**config.mk**
```make
export PLATFORM = sky130hd
export DESIGN_NAME = fetch_queue
export DESIGN_NICKNAME = d
export VERILOG_FILES = /design/src/rtl/fetch_queue.sv
export SDC_FILE = /design/constraint.sdc
export NUM_CORES = 1
export LEC_CHECK = 0
export BUFFER_PORTS_ARGS = -buffer_cell sky130_fd_sc_hd__buf_2
export CAP_MARGIN = 20
export CELL_PAD_IN_SITES_DETAIL_PLACEMENT = 1
export CELL_PAD_IN_SITES_GLOBAL_PLACEMENT = 1
export CORE_UTILIZATION = 53
export DETAILED_ROUTE_END_ITERATION = 6
export PLACE_DENSITY_LB_ADDON = 0.1
export SKIP_CTS_REPAIR_TIMING = 1
export SLEW_MARGIN = 25
export SYNTH_ARGS = -nofsm -noshare
export SYNTH_HDL_FRONTEND = slang
export SYNTH_SLANG_ARGS = --single-unit
export TNS_END_PERCENT = 100
```
**constraint.sdc**
```tcl
create_clock -name clk -period 4.7 [get_ports clk]
set_input_delay 0.235 -clock clk [delete_from_list [all_inputs] [get_ports clk]]
set_output_delay 0.235 -clock clk [all_outputs]
set_load 0.02 [all_outputs]
```
**src/rtl/fetch_queue.sv**
```systemverilog
// fetch_queue: DEPTH-entry {pc, inst} FIFO between the i-cache and the IF/ID register.
// Define FETCH_QUEUE_STATS_EN to add full_cycles / max_count statistics outputs.
module fetch_queue #(
    parameter int DEPTH      = 4,
    parameter int ADDR_WIDTH = 32,
    parameter int DATA_WIDTH = 32,
    localparam int CNT_W     = $clog2(DEPTH) + 1
) (
    input  logic                  clk,
    input  logic                  rst_n,
    input  logic                  in_valid,
    input  logic [ADDR_WIDTH-1:0] in_pc,
    input  logic [DATA_WIDTH-1:0] in_inst,
    output logic                  in_ready,
    input  logic                  stall,
    input  logic                  flush,
    output logic                  out_valid,
    output logic [ADDR_WIDTH-1:0] out_pc,
    output logic [DATA_WIDTH-1:0] out_inst,
`ifdef FETCH_QUEUE_STATS_EN
    output logic [31:0]           full_cycles,
    output logic [CNT_W-1:0]      max_count,
`endif
    output logic [CNT_W-1:0]      count
);

    localparam int               PTR_W    = $clog2(DEPTH);
    localparam logic [CNT_W-1:0] FULL_CNT = CNT_W'(DEPTH);

    logic [ADDR_WIDTH-1:0] pc_mem_r   [DEPTH];
    logic [DATA_WIDTH-1:0] inst_mem_r [DEPTH];
    logic [PTR_W-1:0]      rd_ptr_r;
    logic [PTR_W-1:0]      wr_ptr_r;
    logic [CNT_W-1:0]      count_r;
    logic                  push_s;
    logic                  pop_s;

    // Handshake decode and head read; in_ready depends only on the registered count.
    always_comb begin
        in_ready  = (count_r < FULL_CNT);
        out_valid = (count_r != CNT_W'(0));
        push_s    = in_valid & in_ready & ~flush;
        pop_s     = out_valid & ~stall & ~flush;
        if (out_valid) begin
            out_pc   = pc_mem_r[rd_ptr_r];
            out_inst = inst_mem_r[rd_ptr_r];
        end else begin
            out_pc   = {ADDR_WIDTH{1'b0}};
            out_inst = {DATA_WIDTH{1'b0}};
        end
    end

    assign count = count_r;

    // Pointer and occupancy state; reset outranks flush, flush outranks stall.
    always_ff @(posedge clk) begin
        if (!rst_n) begin
            rd_ptr_r <= PTR_W'(0);
            wr_ptr_r <= PTR_W'(0);
            count_r  <= CNT_W'(0);
        end else if (flush) begin
            rd_ptr_r <= PTR_W'(0);
            wr_ptr_r <= PTR_W'(0);
            count_r  <= CNT_W'(0);
        end else begin
            if (push_s) begin
                wr_ptr_r <= wr_ptr_r + PTR_W'(1);
            end else begin
                wr_ptr_r <= wr_ptr_r;
            end
            if (pop_s) begin
                rd_ptr_r <= rd_ptr_r + PTR_W'(1);
            end else begin
                rd_ptr_r <= rd_ptr_r;
            end
            case ({push_s, pop_s})
                2'b10:   count_r <= count_r + CNT_W'(1);
                2'b01:   count_r <= count_r - CNT_W'(1);
                default: count_r <= count_r;
            endcase
        end
    end

    // Entry storage; contents are never cleared because out_* is masked while empty.
    always_ff @(posedge clk) begin
        if (push_s) begin
            pc_mem_r[wr_ptr_r]   <= in_pc;
            inst_mem_r[wr_ptr_r] <= in_inst;
        end
    end

`ifdef FETCH_QUEUE_STATS_EN
    logic [31:0]      full_cycles_r;
    logic [CNT_W-1:0] max_count_r;

    // Back-pressure cycle counter (saturating) and occupancy high-water mark; flush leaves them alone.
    always_ff @(posedge clk) begin
        if (!rst_n) begin
            full_cycles_r <= 32'd0;
            max_count_r   <= CNT_W'(0);
        end else begin
            if ((count_r == FULL_CNT) && in_valid && (full_cycles_r != 32'hFFFF_FFFF)) begin
                full_cycles_r <= full_cycles_r + 32'd1;
            end else begin
                full_cycles_r <= full_cycles_r;
            end
            if (count_r > max_count_r) begin
                max_count_r <= count_r;
            end else begin
                max_count_r <= max_count_r;
            end
        end
    end

    assign full_cycles = full_cycles_r;
    assign max_count   = max_count_r;
`endif

endmodule

```
Yosys cells after proc, flatten, opt, wreduce, memory -nomap -nowiden
Memories as Yosys holds them, arrays and structs flattened. A register that Yosys moved wholly into a read port is not among the register bits.
Index checks and enable logic that the tools add are counted.
{"block": "word_totals", "out_inout_bits": 69, "mem_count": 2, "mem_bits_rw": 256, "in_bits": 69, "ff_bits": 7, "wordCells": 31}
{"block": "op_classes", "eq_ne": 2, "mux": 9, "n_bitwise": 7, "reduce_logical": 3, "addsub": 4, "order_cmp": 1}
{"name": "inst_mem_r", "depth": 4, "width": 32, "rd": 1, "rd_clocked_by_memory_dff": 1, "wr": 1, "line": "31", "rtl": "logic [DATA_WIDTH-1:0] inst_mem_r [DEPTH];"}
{"name": "pc_mem_r", "depth": 4, "width": 32, "rd": 1, "rd_clocked_by_memory_dff": 1, "wr": 1, "line": "30", "rtl": "logic [ADDR_WIDTH-1:0] pc_mem_r [DEPTH];"}
{"operator": "2-to-1 mux 32 bit", "n": 2}
{"operator": "2-to-1 mux 2 bit", "n": 4}
{"operator": "case mux 3 bit (2 select lines)", "n": 1}
{"operator": "adder 2 x 1 -> 2 bit, second input constant", "n": 2}
{"operator": "bitwise AND 1 bit", "n": 4}
{"operator": "adder 3 x 1 -> 3 bit, second input constant", "n": 1}
{"operator": "less-than comparator 3 bit, second input constant", "n": 1}
{"operator": "inverter 1 bit", "n": 3}
{"operator": "nonzero test 3 bit", "n": 1}
{"operator": "subtractor 3 x 1 -> 3 bit, second input constant", "n": 1}
{"operator": "== test 2 x 1 -> 1 bit, second input constant", "n": 1}
{"operator": "== test 2 bit, second input constant", "n": 1}
{"operator": "2-to-1 mux 1 bit", "n": 2}
{"operator": "nonzero test 2 bit", "n": 1}
{"operator": "OR reduction 2 bit", "n": 1}

Longest topological paths before layout
{"block": "logic_depth", "word_depth": 5, "ltp_mapped": 9, "depth_no_buf": 8}

Worst setup path after synthesis
OpenSTA, ideal clock, no wires.
{"block": "synth_timing", "path_type": "flip-flop to flip-flop", "from": "register count_r[2] (netlist: count[2])", "to": "memory inst_mem_r[0][0], enable pin", "t_required_ns": 4.271, "path_stages_with_launch": 3, "path_slack_ns": 1.898, "path_buffers": 0, "setup_time_ns": 0.429, "arrival_ns": 2.373, "synth_period_minus_slack_ns": 2.802, "path_cell_list": "dfxtp_1 > nor3b_2 > and2_1"}
{"block": "synth_between", "elab_chain_len": 5}
{"element": "start, declared", "line": "34", "rtl": "logic [CNT_W-1:0] count_r;"}
{"element": "start signal, assigned", "line": "77", "rtl": "2'b10: count_r <= count_r + CNT_W'(1);"}
{"element": "start signal, assigned", "line": "78", "rtl": "2'b01: count_r <= count_r - CNT_W'(1);"}
{"element": "start signal, assigned", "line": "79", "rtl": "default: count_r <= count_r;"}
{"element": "less-than comparator 3 bit", "line": "40", "rtl": "in_ready = (count_r < FULL_CNT);"}
{"element": "bitwise AND 1 bit (2 in series)", "line": "42", "rtl": "push_s = in_valid & in_ready & ~flush;"}
{"element": "2-to-1 mux 1 bit", "line": "86", "rtl": "if (push_s) begin"}
{"element": "2-to-1 mux 1 bit (not written as such)", "line": "88", "rtl": "inst_mem_r[wr_ptr_r] <= in_inst;"}
{"element": "end, declared", "line": "31"}
Every way passes these cells.

==> summary.md <==
| Metric | Value |
|---|---|
| Result of the run | finished clean |
| Global-route wire length before repair | 29500 um |
| Area share of the leading cell type in the synthesized netlist | 75.7% |
| Critical path startpoint category | register |
| Buffers added on ports | 137 |
| Max-cap violations | 0 |
| Clock latency at the later pin of the worst-skew pair | 530 ps |
| Utilization after layout | 66.7% |
| Synthesis Warnings | 0 |
| Achievable frequency | 333 MHz |
| Post-route clock skew | 27.5 ps |
| Hold Crit Class | in2reg |
| Total DRC errors in the routed layout | 0 |
| Vias in the first global route | 5408 |
| Number of levels in the clock H-tree | 1 |
| Cell area after synthesis | 10200 um^2 |
| Starting density of the core | 54.1% |
| Yosys cell types | 26 |
| Post-CTS clock slew at the launch and capture registers of the worst setup and hold paths | 60 ps |
| Worst max-slew margin expressed relative to the limit | 33.3% |
| Beginning of the worst hold path | stall |
| Post-route ant nets | 0 |
| Cell at the root of the clock tree | clkbuf_16 |
| Estimated wirelength of the detail-placed design | 10800 um |
| Routed wire length per instance | 22.0 um |
| Pin count of the biggest net entering global routing | 70 |
| Minimum clock period | 3000 ps |
| Power per Cell Area | 382 nW/um^2 |
| Area of placed instances | 11000 um^2 |
| Worst Path Arrival | 2770 ps |
| Setup violation total in the final timing report | 0 |
| Count of final max-slew check failures | 0 |
| Share of layout cells above drive strength 1 | 36.0% |
| Maximum VDD drop | 387 uV |
| Synth Net Count | 534 |
| Final weighted congestion in routability-driven placement | 0.676 |
| Drt first pass iters | 4 |
| Final non-filler cell area | 12500 um^2 |
| Floorplan core area | 18800 um^2 |
| GRT Util Overall | 20.1% |
| Syn Area/Cell | 22.1 um^2 |
| Total number of vias | 5061 |
| Post-detailed-route via-to-cell ratio | 5.46 |
| Synth area leader | edfxtp_1 |
| Initial antenna violation count | 1 |
| P&R area growth vs syn | 23.1% |
| Remaining Overflow, GRT | 0 |
| Pin slew with the least headroom to its limit | 1000 ps |
| CP Data Required Time | 4470 ps |
| Leakage dissipation | 4.26 nW |
| Number of hold violations in the final report | 0 |
| Critical path capture point type | output port |
| Clock buffer depth | 3 |
| CTS tree | done |
| Horizontal die dimension | 140 um |
| Startpoint of the most critical register-to-register path | count[2] |
| TritonCTS Buffers | 27 |
| Die outline area | 19700 um^2 |
| Unrepaired setup endpoints after global routing | false |
| Number of nets in the final layout | 747 |
| Io pins | 138 |
| Leading post-synthesis cells by cell area | edfxtp_1, mux4_2, nor2b_1 |
| Post-Route Setup TNS | 0 ps |
| Final cycle utilization of the critical path | 63.9% |
| Critical path fanouts, max | 37 |
| Count of state elements after synthesis | 265 |
| Fraction of the yosys area taken by sequential cells | 77.4% |
| Type of the worst setup path | reg2out |
| Die Ht | 140 um |
| Standard-cell rows | 50 |
| Detailed Route Iter0 Violations | 232 |
| Routed Wire Length | 20400 um |
| Sink Count | 265 |
| Instance count of the mapped netlist | 459 |
## synthesized netlist by cell type
master / n
mux4_2: 64
inv_1: 8
buf_6: 7
edfxtp_1: 256
xor2_1: 2
nor3b_2: 1
and2_1: 4
mux2i_1: 1
or3_1: 2
o211ai_1: 1
nand2b_1: 2
nor2_1: 5
fa_1: 1
xnor2_1: 1
buf_2: 7
nor2b_1: 65
clkbuf_2: 1
o21ai_0: 2
or4_1: 1
ha_1: 5
dfxtp_1: 9
clkbuf_1: 7
a21oi_1: 4
nand2_1: 1
nor3_1: 1
nor3_4: 1
## sequential cells by signal (all words and copies together) (netlist names), named ones only
| name | flops |
|---|---|
| wr_ptr_r | 2 |
| inst_mem_r | 128 |
| count | 3 |
| rd_ptr_r | 2 |
| pc_mem_r | 128 |
## layer usage
metal,vias up,wire length (um),track usage [%]
li1,2275,-,-
met1,2621,8060,24.1
met2,142,10800,36.9
met3,23,1170,4.72
met4,0,293,5.03
met5,-,0,0
## through the flow
stage | worst slack, ps | std cells | hold slack [ps] | power [mW]
after global routing | 1460 | 927 | 105 | 4.92
after detailed placement | 2140 | 811 | 451 | 2.88
after floorplan | 1900 | 459 | 334 | 2.79
final | 1700 | 927 | 94.2 | 4.78
after global placement | 2140 | 811 | 444 | 2.87
after CTS | 1590 | 860 | -107 | 4.77
## critical path: stages (launching register included)
cell and delay (ps):
dfxtp_4 830, buf_4 460, mux4_2 550, nor2b_1 170
buf_2 220
## path summary, 6_finish.rpt
check	endpoint	slack (ps)	depth (start not counted)
hold / removal	register	90	3
setup / recovery	out_inst[22]	1700	4
setup reg to reg	inst_mem_r[3][3]	2480	2
hold reg to reg	register	490	2
## kinds of logic after synthesis
logic type	count (synthesis)	share of synthesized area (%)
XOR/XNOR	3	0.259
AO/OA/AOI/OAI	7	0.369
AND/OR/NAND/NOR	83	5.12
adder cells (fa/ha/maj)	6	0.813
buffers and inverters	30	1.72
multiplexers	65	14.3
flip-flops	265	77.4
## cell type report
class	count	area, um^2
clock inverters	13	76.3
clock buffers	36	709
flip-flops and latches	265	7880
diodes	1	2.50
fillers	1581	6260
multi-input cells	164	2130
repair buffers	206	1400
well taps	234	293
inverters	8	30.0
## report_power, final
group / switching, mW / internal, mW / total, mW
registers: 0.0121 / 2.63 / 2.64
clock network: 0.843 / 1.06 / 1.91
logic: 0.122 / 0.118 / 0.239
total: 0.977 / 3.80 / 4.78
## cells in the final DEF (no fill, tap or decap)
cell | netlist | final
edfxtp_1 | 256 | 256
buf_2 | 7 | 137
nor2b_1 | 65 | 65
mux4_2 | 64 | 64
dlygate4sd3_1 | 0 | 64
clkbuf_16 | 0 | 27
clkbuf_1 | 7 | 9
inv_1 | 8 | 8
dfxtp_1 | 9 | 7
nor2_1 | 5 | 5
ha_1 | 5 | 5
clkinv_1 | 0 | 5
and2_4 | 0 | 4
a21oi_1 | 4 | 4
clkinvlp_4 | 0 | 4
buf_4 | 0 | 3
nand2b_1 | 2 | 2
xor2_1 | 2 | 2
o21ai_0 | 2 | 2
or3_1 | 2 | 2
dfxtp_4 | 0 | 2
clkinv_2 | 0 | 2
diode_2 | 0 | 1
nor3_4 | 1 | 1
nor3_1 | 1 | 1
nor3b_2 | 1 | 1
xnor2_1 | 1 | 1
o211ai_1 | 1 | 1
or4_1 | 1 | 1
nand2_1 | 1 | 1
mux2i_1 | 1 | 1
fa_1 | 1 | 1
inv_6 | 0 | 1
clkinv_4 | 0 | 1
buf_16 | 0 | 1
buf_12 | 0 | 1
Note: power is estimated with default switching activity, not from simulation.
